### src/rtl/regfile_sequencer.sv
// Command sequencer for the 8 x DATA_W register file (R1-R4, S1-S4).
// Expands one register-transfer command into read-select, wait and write-enable cycles.
//
// state | meaning
// IDLE  | ready for a command (cmd_ready=1)
// RD    | read selects applied, waiting READ_LAT cycles for OutA/OutB
// WR1   | first write enable asserted (dst)
// WR2   | second write enable asserted (src, SWAP only)
// DONE  | one-cycle done pulse, all writes committed
module regfile_sequencer #(
   parameter int DATA_W   = 32,
   parameter int READ_LAT = 1
) (
   input  logic              clock,
   input  logic              reset,
   input  logic              cmd_valid,
   output logic              cmd_ready,
   input  logic [2:0]        cmd_op,
   input  logic [2:0]        cmd_dst,
   input  logic [2:0]        cmd_src,
   input  logic [DATA_W-1:0] cmd_imm,
   output logic              done,
   output logic              err,
   output logic [3:0]        RegSel,
   output logic [3:0]        ScrSel,
   output logic [2:0]        FunSel,
   output logic [2:0]        OutASel,
   output logic [2:0]        OutBSel,
   output logic [DATA_W-1:0] rf_i,
   input  logic [DATA_W-1:0] OutA,
   input  logic [DATA_W-1:0] OutB
);

   typedef enum logic [2:0] {S_IDLE, S_RD, S_WR1, S_WR2, S_DONE} state_t;

   localparam logic [2:0] OP_NOP  = 3'b000;
   localparam logic [2:0] OP_CLR  = 3'b001;
   localparam logic [2:0] OP_LDI  = 3'b010;
   localparam logic [2:0] OP_INC  = 3'b011;
   localparam logic [2:0] OP_DEC  = 3'b100;
   localparam logic [2:0] OP_MOV  = 3'b101;
   localparam logic [2:0] OP_SWAP = 3'b110;
   localparam logic [2:0] OP_RSV  = 3'b111;

   localparam logic [2:0] FN_CLR  = 3'b000;
   localparam logic [2:0] FN_LOAD = 3'b001;
   localparam logic [2:0] FN_INC  = 3'b010;
   localparam logic [2:0] FN_DEC  = 3'b011;

   state_t              state_q, state_d;
   logic [2:0]          op_q, op_d;
   logic [2:0]          dst_q, dst_d;
   logic [2:0]          src_q, src_d;
   logic [1:0]          cnt_q, cnt_d;
   logic [DATA_W-1:0]   b_q, b_d;
   logic                ready_q, ready_d;
   logic                done_q, done_d;
   logic                err_q, err_d;
   logic [7:0]          en_q, en_d;
   logic [2:0]          fun_q, fun_d;
   logic [2:0]          asel_q, asel_d;
   logic [2:0]          bsel_q, bsel_d;
   logic [DATA_W-1:0]   rfi_q, rfi_d;
   logic                accept;

   // Combined enable vector {RegSel,ScrSel}: index 0 (R1) is the MSB, index 7 (S4) the LSB.
   function automatic logic [7:0] dec_en(input logic [2:0] idx);
      return 8'h80 >> idx;
   endfunction

   function automatic logic [2:0] fun_code(input logic [2:0] op);
      case (op)
         OP_LDI:  return FN_LOAD;
         OP_INC:  return FN_INC;
         OP_DEC:  return FN_DEC;
         default: return FN_CLR;
      endcase
   endfunction

   assign accept = cmd_valid && ready_q && (state_q == S_IDLE);

   always_ff @(posedge clock) begin
      if (reset) begin
         state_q <= S_IDLE;
         op_q    <= '0;
         dst_q   <= '0;
         src_q   <= '0;
         cnt_q   <= '0;
         b_q     <= '0;
         ready_q <= 1'b1;
         done_q  <= 1'b0;
         err_q   <= 1'b0;
         en_q    <= '0;
         fun_q   <= FN_CLR;
         asel_q  <= '0;
         bsel_q  <= '0;
         rfi_q   <= '0;
      end else begin
         state_q <= state_d;
         op_q    <= op_d;
         dst_q   <= dst_d;
         src_q   <= src_d;
         cnt_q   <= cnt_d;
         b_q     <= b_d;
         ready_q <= ready_d;
         done_q  <= done_d;
         err_q   <= err_d;
         en_q    <= en_d;
         fun_q   <= fun_d;
         asel_q  <= asel_d;
         bsel_q  <= bsel_d;
         rfi_q   <= rfi_d;
      end
   end

   always_comb begin
      state_d = state_q;
      case (state_q)
         S_IDLE: begin
            if (accept) begin
               case (cmd_op)
                  OP_NOP, OP_RSV:  state_d = S_DONE;
                  OP_MOV, OP_SWAP: state_d = S_RD;
                  default:         state_d = S_WR1;
               endcase
            end
         end
         S_RD:    if (cnt_q == 2'd0) state_d = S_WR1;
         S_WR1:   state_d = (op_q == OP_SWAP) ? S_WR2 : S_DONE;
         S_WR2:   state_d = S_DONE;
         S_DONE:  state_d = S_IDLE;
         default: state_d = S_IDLE;
      endcase
   end

   always_comb begin
      op_d    = op_q;
      dst_d   = dst_q;
      src_d   = src_q;
      cnt_d   = cnt_q;
      b_d     = b_q;
      ready_d = (state_d == S_IDLE);
      done_d  = 1'b0;
      err_d   = 1'b0;
      en_d    = '0;
      fun_d   = fun_q;
      asel_d  = asel_q;
      bsel_d  = bsel_q;
      rfi_d   = rfi_q;
      case (state_q)
         S_IDLE: begin
            if (accept) begin
               op_d  = cmd_op;
               dst_d = cmd_dst;
               src_d = cmd_src;
               cnt_d = 2'(READ_LAT - 1);
               case (cmd_op)
                  OP_NOP: done_d = 1'b1;
                  OP_RSV: begin
                     done_d = 1'b1;
                     err_d  = 1'b1;
                  end
                  OP_MOV: asel_d = cmd_src;
                  OP_SWAP: begin
                     asel_d = cmd_src;
                     bsel_d = cmd_dst;
                  end
                  default: begin
                     en_d  = dec_en(cmd_dst);
                     fun_d = fun_code(cmd_op);
                     rfi_d = (cmd_op == OP_LDI) ? cmd_imm : '0;
                  end
               endcase
            end
         end
         S_RD: begin
            // Read ports are valid on the last RD cycle; OutB is parked until WR2.
            if (cnt_q == 2'd0) begin
               rfi_d = OutA;
               b_d   = OutB;
               en_d  = dec_en(dst_q);
               fun_d = FN_LOAD;
            end else begin
               cnt_d = cnt_q - 2'd1;
            end
         end
         S_WR1: begin
            if (op_q == OP_SWAP) begin
               en_d  = dec_en(src_q);
               fun_d = FN_LOAD;
               rfi_d = b_q;
            end else begin
               done_d = 1'b1;
            end
         end
         S_WR2:   done_d = 1'b1;
         default: ;
      endcase
   end

   assign cmd_ready = ready_q;
   assign done      = done_q;
   assign err       = err_q;
   assign RegSel    = en_q[7:4];
   assign ScrSel    = en_q[3:0];
   assign FunSel    = fun_q;
   assign OutASel   = asel_q;
   assign OutBSel   = bsel_q;
   assign rf_i      = rfi_q;

endmodule
### config.mk
export PLATFORM = sky130hd
export DESIGN_NAME = regfile_sequencer
export DESIGN_NICKNAME = d
export VERILOG_FILES = /design/src/rtl/regfile_sequencer.sv
export SDC_FILE = /design/constraint.sdc
export NUM_CORES = 1
export LEC_CHECK = 0
export BUFFER_PORTS_ARGS = -buffer_cell sky130_fd_sc_hd__buf_2
export CAP_MARGIN = 20
export CORE_AREA = 8 8 101 171
export CTS_CLUSTER_DIAMETER = 80
export DETAILED_ROUTE_END_ITERATION = 12
export DIE_AREA = 0 0 109 179
export SLEW_MARGIN = 15
export SYNTH_ARGS = -nofsm -noshare
export SYNTH_HDL_FRONTEND = slang
export SYNTH_SLANG_ARGS = --single-unit
export TNS_END_PERCENT = 20
### constraint.sdc
create_clock -name clock -period 5.07 [get_ports clock]
set_clock_uncertainty 0.05 [all_clocks]
set_input_delay 0.7605 -clock clock [delete_from_list [all_inputs] [get_ports clock]]
set_output_delay 0.7605 -clock clock [all_outputs]
set_load 0.005 [all_outputs]
==> results of run 1 <==
## flip-flops by register name, indices dropped and copies added (netlist names)
signal     cells
dst_q          3
FunSel         2
op_q           3
OutASel        3
en_q           8
rf_i          32
cnt_q          2
OutBSel        3
src_q          3
state_q        3
cmd_ready      1
err            1
done           1
b_q           32
## how the worst min path moves through the flow
| stage | end | depth (start not counted) | slack (ns) | startpoint |
|---|---|---|---|---|
| after floorplan | op_q[1]$_SDFFE_PP0P_ | 2 | 0.38 | op_q[1]$_SDFFE_PP0P_ |
| after global placement | b_q[1]$_SDFFE_PP0P_ | 2 | 0.39 | b_q[1]$_SDFFE_PP0P_ |
| after detailed placement | op_q[0]$_SDFFE_PP0P_ | 2 | 0.40 | op_q[0]$_SDFFE_PP0P_ |
| after CTS | op_q[0]$_SDFFE_PP0P_ | 2 | 0.40 | op_q[0]$_SDFFE_PP0P_ |
| after global routing | b_q[16]$_SDFFE_PP0P_ | 2 | 0.42 | b_q[16]$_SDFFE_PP0P_ |
| final | op_q[0]$_SDFFE_PP0P_ | 2 | 0.40 | op_q[0]$_SDFFE_PP0P_ |
## report_power, final
part           switching [uW]  total (uW)  internal, uW  leakage, uW
Sequential               25.2         813           788     0.000785
Combinational             153         275           122      0.00182
Clock                     282         668           385     0.000145
## cells in the final DEF, fill, tap and decap left out, types with 14 or more instances in the layout
master      n
mux2i_1    40
buf_2     157
o21bai_1   34
dfxtp_1    97
nor2_1     14
a21oi_1    46
a22o_1     32
nor4b_1    33
nand2_1    89
nand2b_1   68
## cell families (layout without fill, tap and decap cells)
group / count (synthesis) / count (layout) / share of synthesized area, %
buf+inv: 59 / 185 / 7.435
compound gates: 127 / 127 / 17.23
mux: 40 / 40 / 7.878
other cells: 1 / 1 / 0.07378
flops: 97 / 97 / 38.21
simple gates: 254 / 254 / 28.58
xor+xnor: 2 / 2 / 0.3447
fa+ha+maj: 1 / 1 / 0.2461
## cell type report
type | instances | area, sq um
Multi-Input combinational cell | 425 | 2786
Clock inverter | 1 | 8.758
Inverter | 4 | 15.01
Clock buffer | 14 | 284.0
Timing Repair Buffer | 166 | 885.9
Fill cell | 1510 | 8687
Sequential cell | 97 | 1942
Tap cell | 183 | 229.0
## routing by layer
layer,global-route usage (%),up-vias
li1,-,2283
met1,16.73,2149
met2,29.79,133
met3,3.204,31
met4,8.548,0
met5,0,-
## stage by stage
stage	hold WS, ns	instances	total power, uW
after floorplan	0.3820	581	1020
after global placement	0.3921	873	1096
after detailed placement	0.3957	873	1101
after CTS	0.4044	888	1774
after global routing	0.4197	890	1832
final	0.4030	890	1755
## worst max-delay path, delay by kind of cell
family | cells | cell delay (ns)
compound gates | 2 | 0.81
buf+inv | 2 | 0.95
mux | 1 | 0.25
simple gates | 1 | 0.17
==> metrics.yaml, run 1 <==
run_status:
  status: "complete, no violations"
sta:
  hold_viol_final: 0
  setup_viol: 0
  final.setup.tns_ns: 0
  layout_setup_ws_ns: 2.320
  fin_crit_sh_pct: 54.23
  worstMarginPinSlew_ns: 0.8611
  fmax_mhz: 363.7
  rsz0062_at_grt: "false"
  slew_headroom_pct: 42.53
  final_max_slew_viol_count: 0
  min_period_ns: 2.750
logic_synthesis:
  synth.most_common_cell: "dfxtp_1"
  ys_types: 49
  synth.yosys.warnings: 0
  synth.area.top_cells: "dfxtp_1 (38%), nand2b_1 (8.4%), mux2i_1 (7.9%)"
  synth_area_sq_um: 5082
  synthTopCellsByCount: "dfxtp_1 (97), nand2_1 (89), nand2b_1 (68)"
  synth_seq_cells: 97
  synth_top_area_share_pct: 38.21
  synth_fp_nets: 690
  async_flop_share_pct: 0
  synth_ff_type: "dfxtp_1"
  synth_area_per_cell_sq_um: 8.748
  ys_seq_area_share_pct: 38.21
  synth_edf_count: 0
  yosys.area.top_type: "dfxtp_1"
  synthCells: 581
power:
  p_leak_uw: 0.002752
  p_per_area_nw_per_um2: 285.4
  vdd_drop_max_v: 0.0001545
cts:
  cts_made_buffers: 9
  cts-root-buf: "clkbuf_16"
  cts.sinks: 97
  post_cts_buffers: 0
  cts_buffer_depth: 2
  hold_buffers: 0
  cts-htree-levels: 3
  ctsResizeCount: 0
  path_clk_slew_ns: 0.06
  cts_tree: "built"
  clk-insertion-delay-late_ns: 0.34
global_route:
  grt_pass1_vias: 4696
  grt.total_usage_pct: 16.24
  antenna_found_initial: 0
  grt_pass1_wl_mm: 24.61
  overflow: 0
  grt_max_degree: 125
finish:
  fin_util_pct: 41.45
  area_growth_pct: 21.02
  nets: 812
  fin_area_sq_um: 6151
  antenna_cells: 0
  drive_gt1_share_pct: 27.16
setup_path:
  crit_chain: "buf_2, o21ai_0, nand4_1, a31o_2, buf_4, mux2i_1"
  rr_endpoint: "cmd_ready$_SDFF_PP1_"
  worstPathMaxFanout: 41
  endpoint: "rf_i[3]$_SDFFE_PP0P_"
  cp_slowest_cell: "a31o_2"
  reg2reg_slack_ns: 2.55
  reg2regPathDepth: 5
  max_stage_delay_ns: 0.50
  crit-reg2reg-launch: "state_q[1]$_SDFF_PP0_"
  arrival_ns: 2.96
  path_class: "primary input to flop"
  startpoint_type: "primary input"
  required_ns: 5.28
  crit_start: "cmd_op[2]"
  end_kind: "flop"
die:
  ios: 160
  fp.dieW_microns: 109
  initial_core_util_pct: 34.25
  die_h_microns: 179
  rows: 59
  die-area_sq_um: 19510
  core_sq_um: 14840
drt:
  wl_met1_mm: 5.832
  met3_length_microns: 904
  dr_total_vias: 4596
  drt-pass1-iter-count: 4
  wl_per_cell_microns: 17.97
  drt-initial-drc-count: 239
  via_per_inst: 5.164
  ant_nets: 0
  dr.max_layer_used: "met4"
  drt-total-wl_mm: 15.99
  route.met2.wl_mm: 8.692
  drc_errors: 0
worst_hold_path:
  min_path_type: "flop to flop"
placement:
  place_ws_ns: 2.018
  globalplace.congestion: 0.9307
  port_buffers: 158
  placed_area_sq_um: 5806
  dp_hpwl_mm: 11.68
run:
  cap_viol_max_count: 0
No activity file was read; power rests on OpenSTA's default activity.
==> run 2: changes to the inputs <==
Clock period 5.07 ns to 2.7 ns, I/O delays scaled along.
==> run 2 against run 1 <==
Against the previous run:
- register-to-register slack worse by 1.9 ns
- clock power up 110%
- global-route usage down 0.099 points
- largest cell class unchanged
==> metrics.yaml, run 2 (synthesis results as in run 1) <==
run_status:
  status: "complete, no violations"
setup_path:
  startpoint_type: "flop"
  reg2reg_slack_ns: 0.61
  cp_top_family: "buffers and inverters"
  arrival_ns: 2.31
  worstPathMaxFanout: 64
  endpoint: "rf_i[24]$_SDFFE_PP0P_"
  rr_endpoint: "rf_i[24]$_SDFFE_PP0P_"
  crit_chain: "nor3b_4, buf_4, a22o_1, o21bai_1, mux2i_1"
  reg2regPathDepth: 5
  cp_slowest_cell: "buf_4"
  max_stage_delay_ns: 0.57
  path_class: "flop to flop"
  required_ns: 2.92
  cp.buffers_inverters: 1
  crit_start: "state_q[1]$_SDFF_PP0_"
  end_kind: "flop"
  crit-reg2reg-launch: "state_q[1]$_SDFF_PP0_"
  cp_num_cells: 5
placement:
  dp_hpwl_mm: 11.80
  globalplace.congestion: 0.9438
  placed_cells: 878
  port_buffers: 158
  placed_area_sq_um: 5881
finish:
  final_cell_mix: "buf_2 (157), dfxtp_1 (97), nand2_1 (89), nand2b_1 (68), a21oi_1 (46)"
  multi_input_area_sq_um: 2781
  fillers: 1522
  fin_area_sq_um: 6217
  area_growth_pct: 22.33
  final_common_cell: "buf_2"
  seqCellArea_sq_um: 1942
  drive_gt1_share_pct: 27.57
  final_cell_count_no_fill: 896
  nets: 815
run:
  cap_viol_max_count: 0
cts:
  cts_tree: "built"
  post_cts_buffers: 0
  cts_made_buffers: 9
  cts_buffer_depth: 2
  ctsResizeCount: 0
  clk-insertion-delay-late_ns: 0.34
  cts-htree-levels: 3
  hold_buffers: 0
  cts.sinks: 97
  cts-root-buf: "clkbuf_16"
  path_clk_slew_ns: 0.07
sta:
  min_period_ns: 2.090
  fmax_mhz: 478.6
  fin_crit_sh_pct: 77.39
  hold_viol_final: 0
  rsz0062_at_grt: "false"
  slew_headroom_pct: 53.19
  worstMarginPinSlew_ns: 0.7021
  setup_viol: 0
  final_max_slew_viol_count: 0
  final.setup.tns_ns: 0
global_route:
  grt.total_usage_pct: 16.15
  grt_max_degree: 65
  grt_pass1_vias: 4747
  overflow: 0
  antenna_found_initial: 1
  grt_pass1_wl_mm: 24.42
power:
  p_leak_uw: 0.002770
  vdd_drop_max_v: 0.0002833
  fin_total_pwr_uw: 3460
  p_per_area_nw_per_um2: 556.5
drt:
  ant_nets: 0
  drt-initial-drc-count: 236
  wl_per_cell_microns: 17.92
  dr_total_vias: 4614
  via_per_inst: 5.150
  drt-total-wl_mm: 16.06
  drt-pass1-iter-count: 5
  drc_errors: 0
die:
  fp.dieW_microns: 109
  rows: 59
  ios: 160
  core_sq_um: 14840
  initial_core_util_pct: 34.25
  die_h_microns: 179
  die-area_sq_um: 19510
worst_hold_path:
  min_path_type: "primary input to flop"
  hold-path-cell-count: 3
## run 2: worst reg2reg max path: stages, from the launching register on
cell      delay [ns]
dfxtp_1         0.55
nor3b_4         0.32
buf_4           0.57
a22o_1          0.31
o21bai_1        0.07
mux2i_1         0.15
## run 2: through the flow
step | worst slack (ns) | util, % | hold slack, ns
finish | 0.6105 | 41.90 | 0.2472
global route | 0.4720 | 41.88 | 0.2455
CTS | 0.6153 | 41.87 | 0.2374
detailed placement | 0.6149 | 39.63 | 0.3936
global placement | 0.6653 | 39.63 | 0.3918
floorplan | 0.9564 | - | 0.3820
## run 2: worst min path at each step
stage	to	slack, ns	from
2_1_floorplan	op_q[1]$_SDFFE_PP0P_	0.38	op_q[1]$_SDFFE_PP0P_
3_3_place_gp	b_q[1]$_SDFFE_PP0P_	0.39	b_q[1]$_SDFFE_PP0P_
3_5_place_dp	op_q[0]$_SDFFE_PP0P_	0.39	op_q[0]$_SDFFE_PP0P_
4_1_cts	b_q[27]$_SDFFE_PP0P_	0.24	OutB[27]
5_1_grt	b_q[19]$_SDFFE_PP0P_	0.25	OutB[19]
6_report	b_q[27]$_SDFFE_PP0P_	0.25	OutB[27]
## run 2: power by group
| group | total (uW) | internal, uW | switching [uW] |
|---|---|---|---|
| Combinational | 523 | 233 | 290 |
| Clock | 1410 | 863 | 546 |
| Sequential | 1530 | 1480 | 48.5 |
| Total | 3460 | 2580 | 885 |
## run 2: cell type report
type / instances / area share, %
clock buffers: 12 / 4.126
repair buffers: 169 / 14.69
clock inverters: 4 / 1.207
inverters: 4 / 0.2415
flip-flops and latches: 97 / 31.23
multi-input cells: 425 / 44.74
diodes: 2 / 0.08050
well taps: 183 / 3.683
## run 2: layer usage
metal | GRT usage [%] | share of wire [%] | up-vias
met2 | 30.78 | 56 | 119
met4 | 7.458 | 2.8 | 0
met3 | 2.916 | 4.6 | 30
met5 | 0 | 0 | -
met1 | 16.18 | 37 | 2179
li1 | - | - | 2286
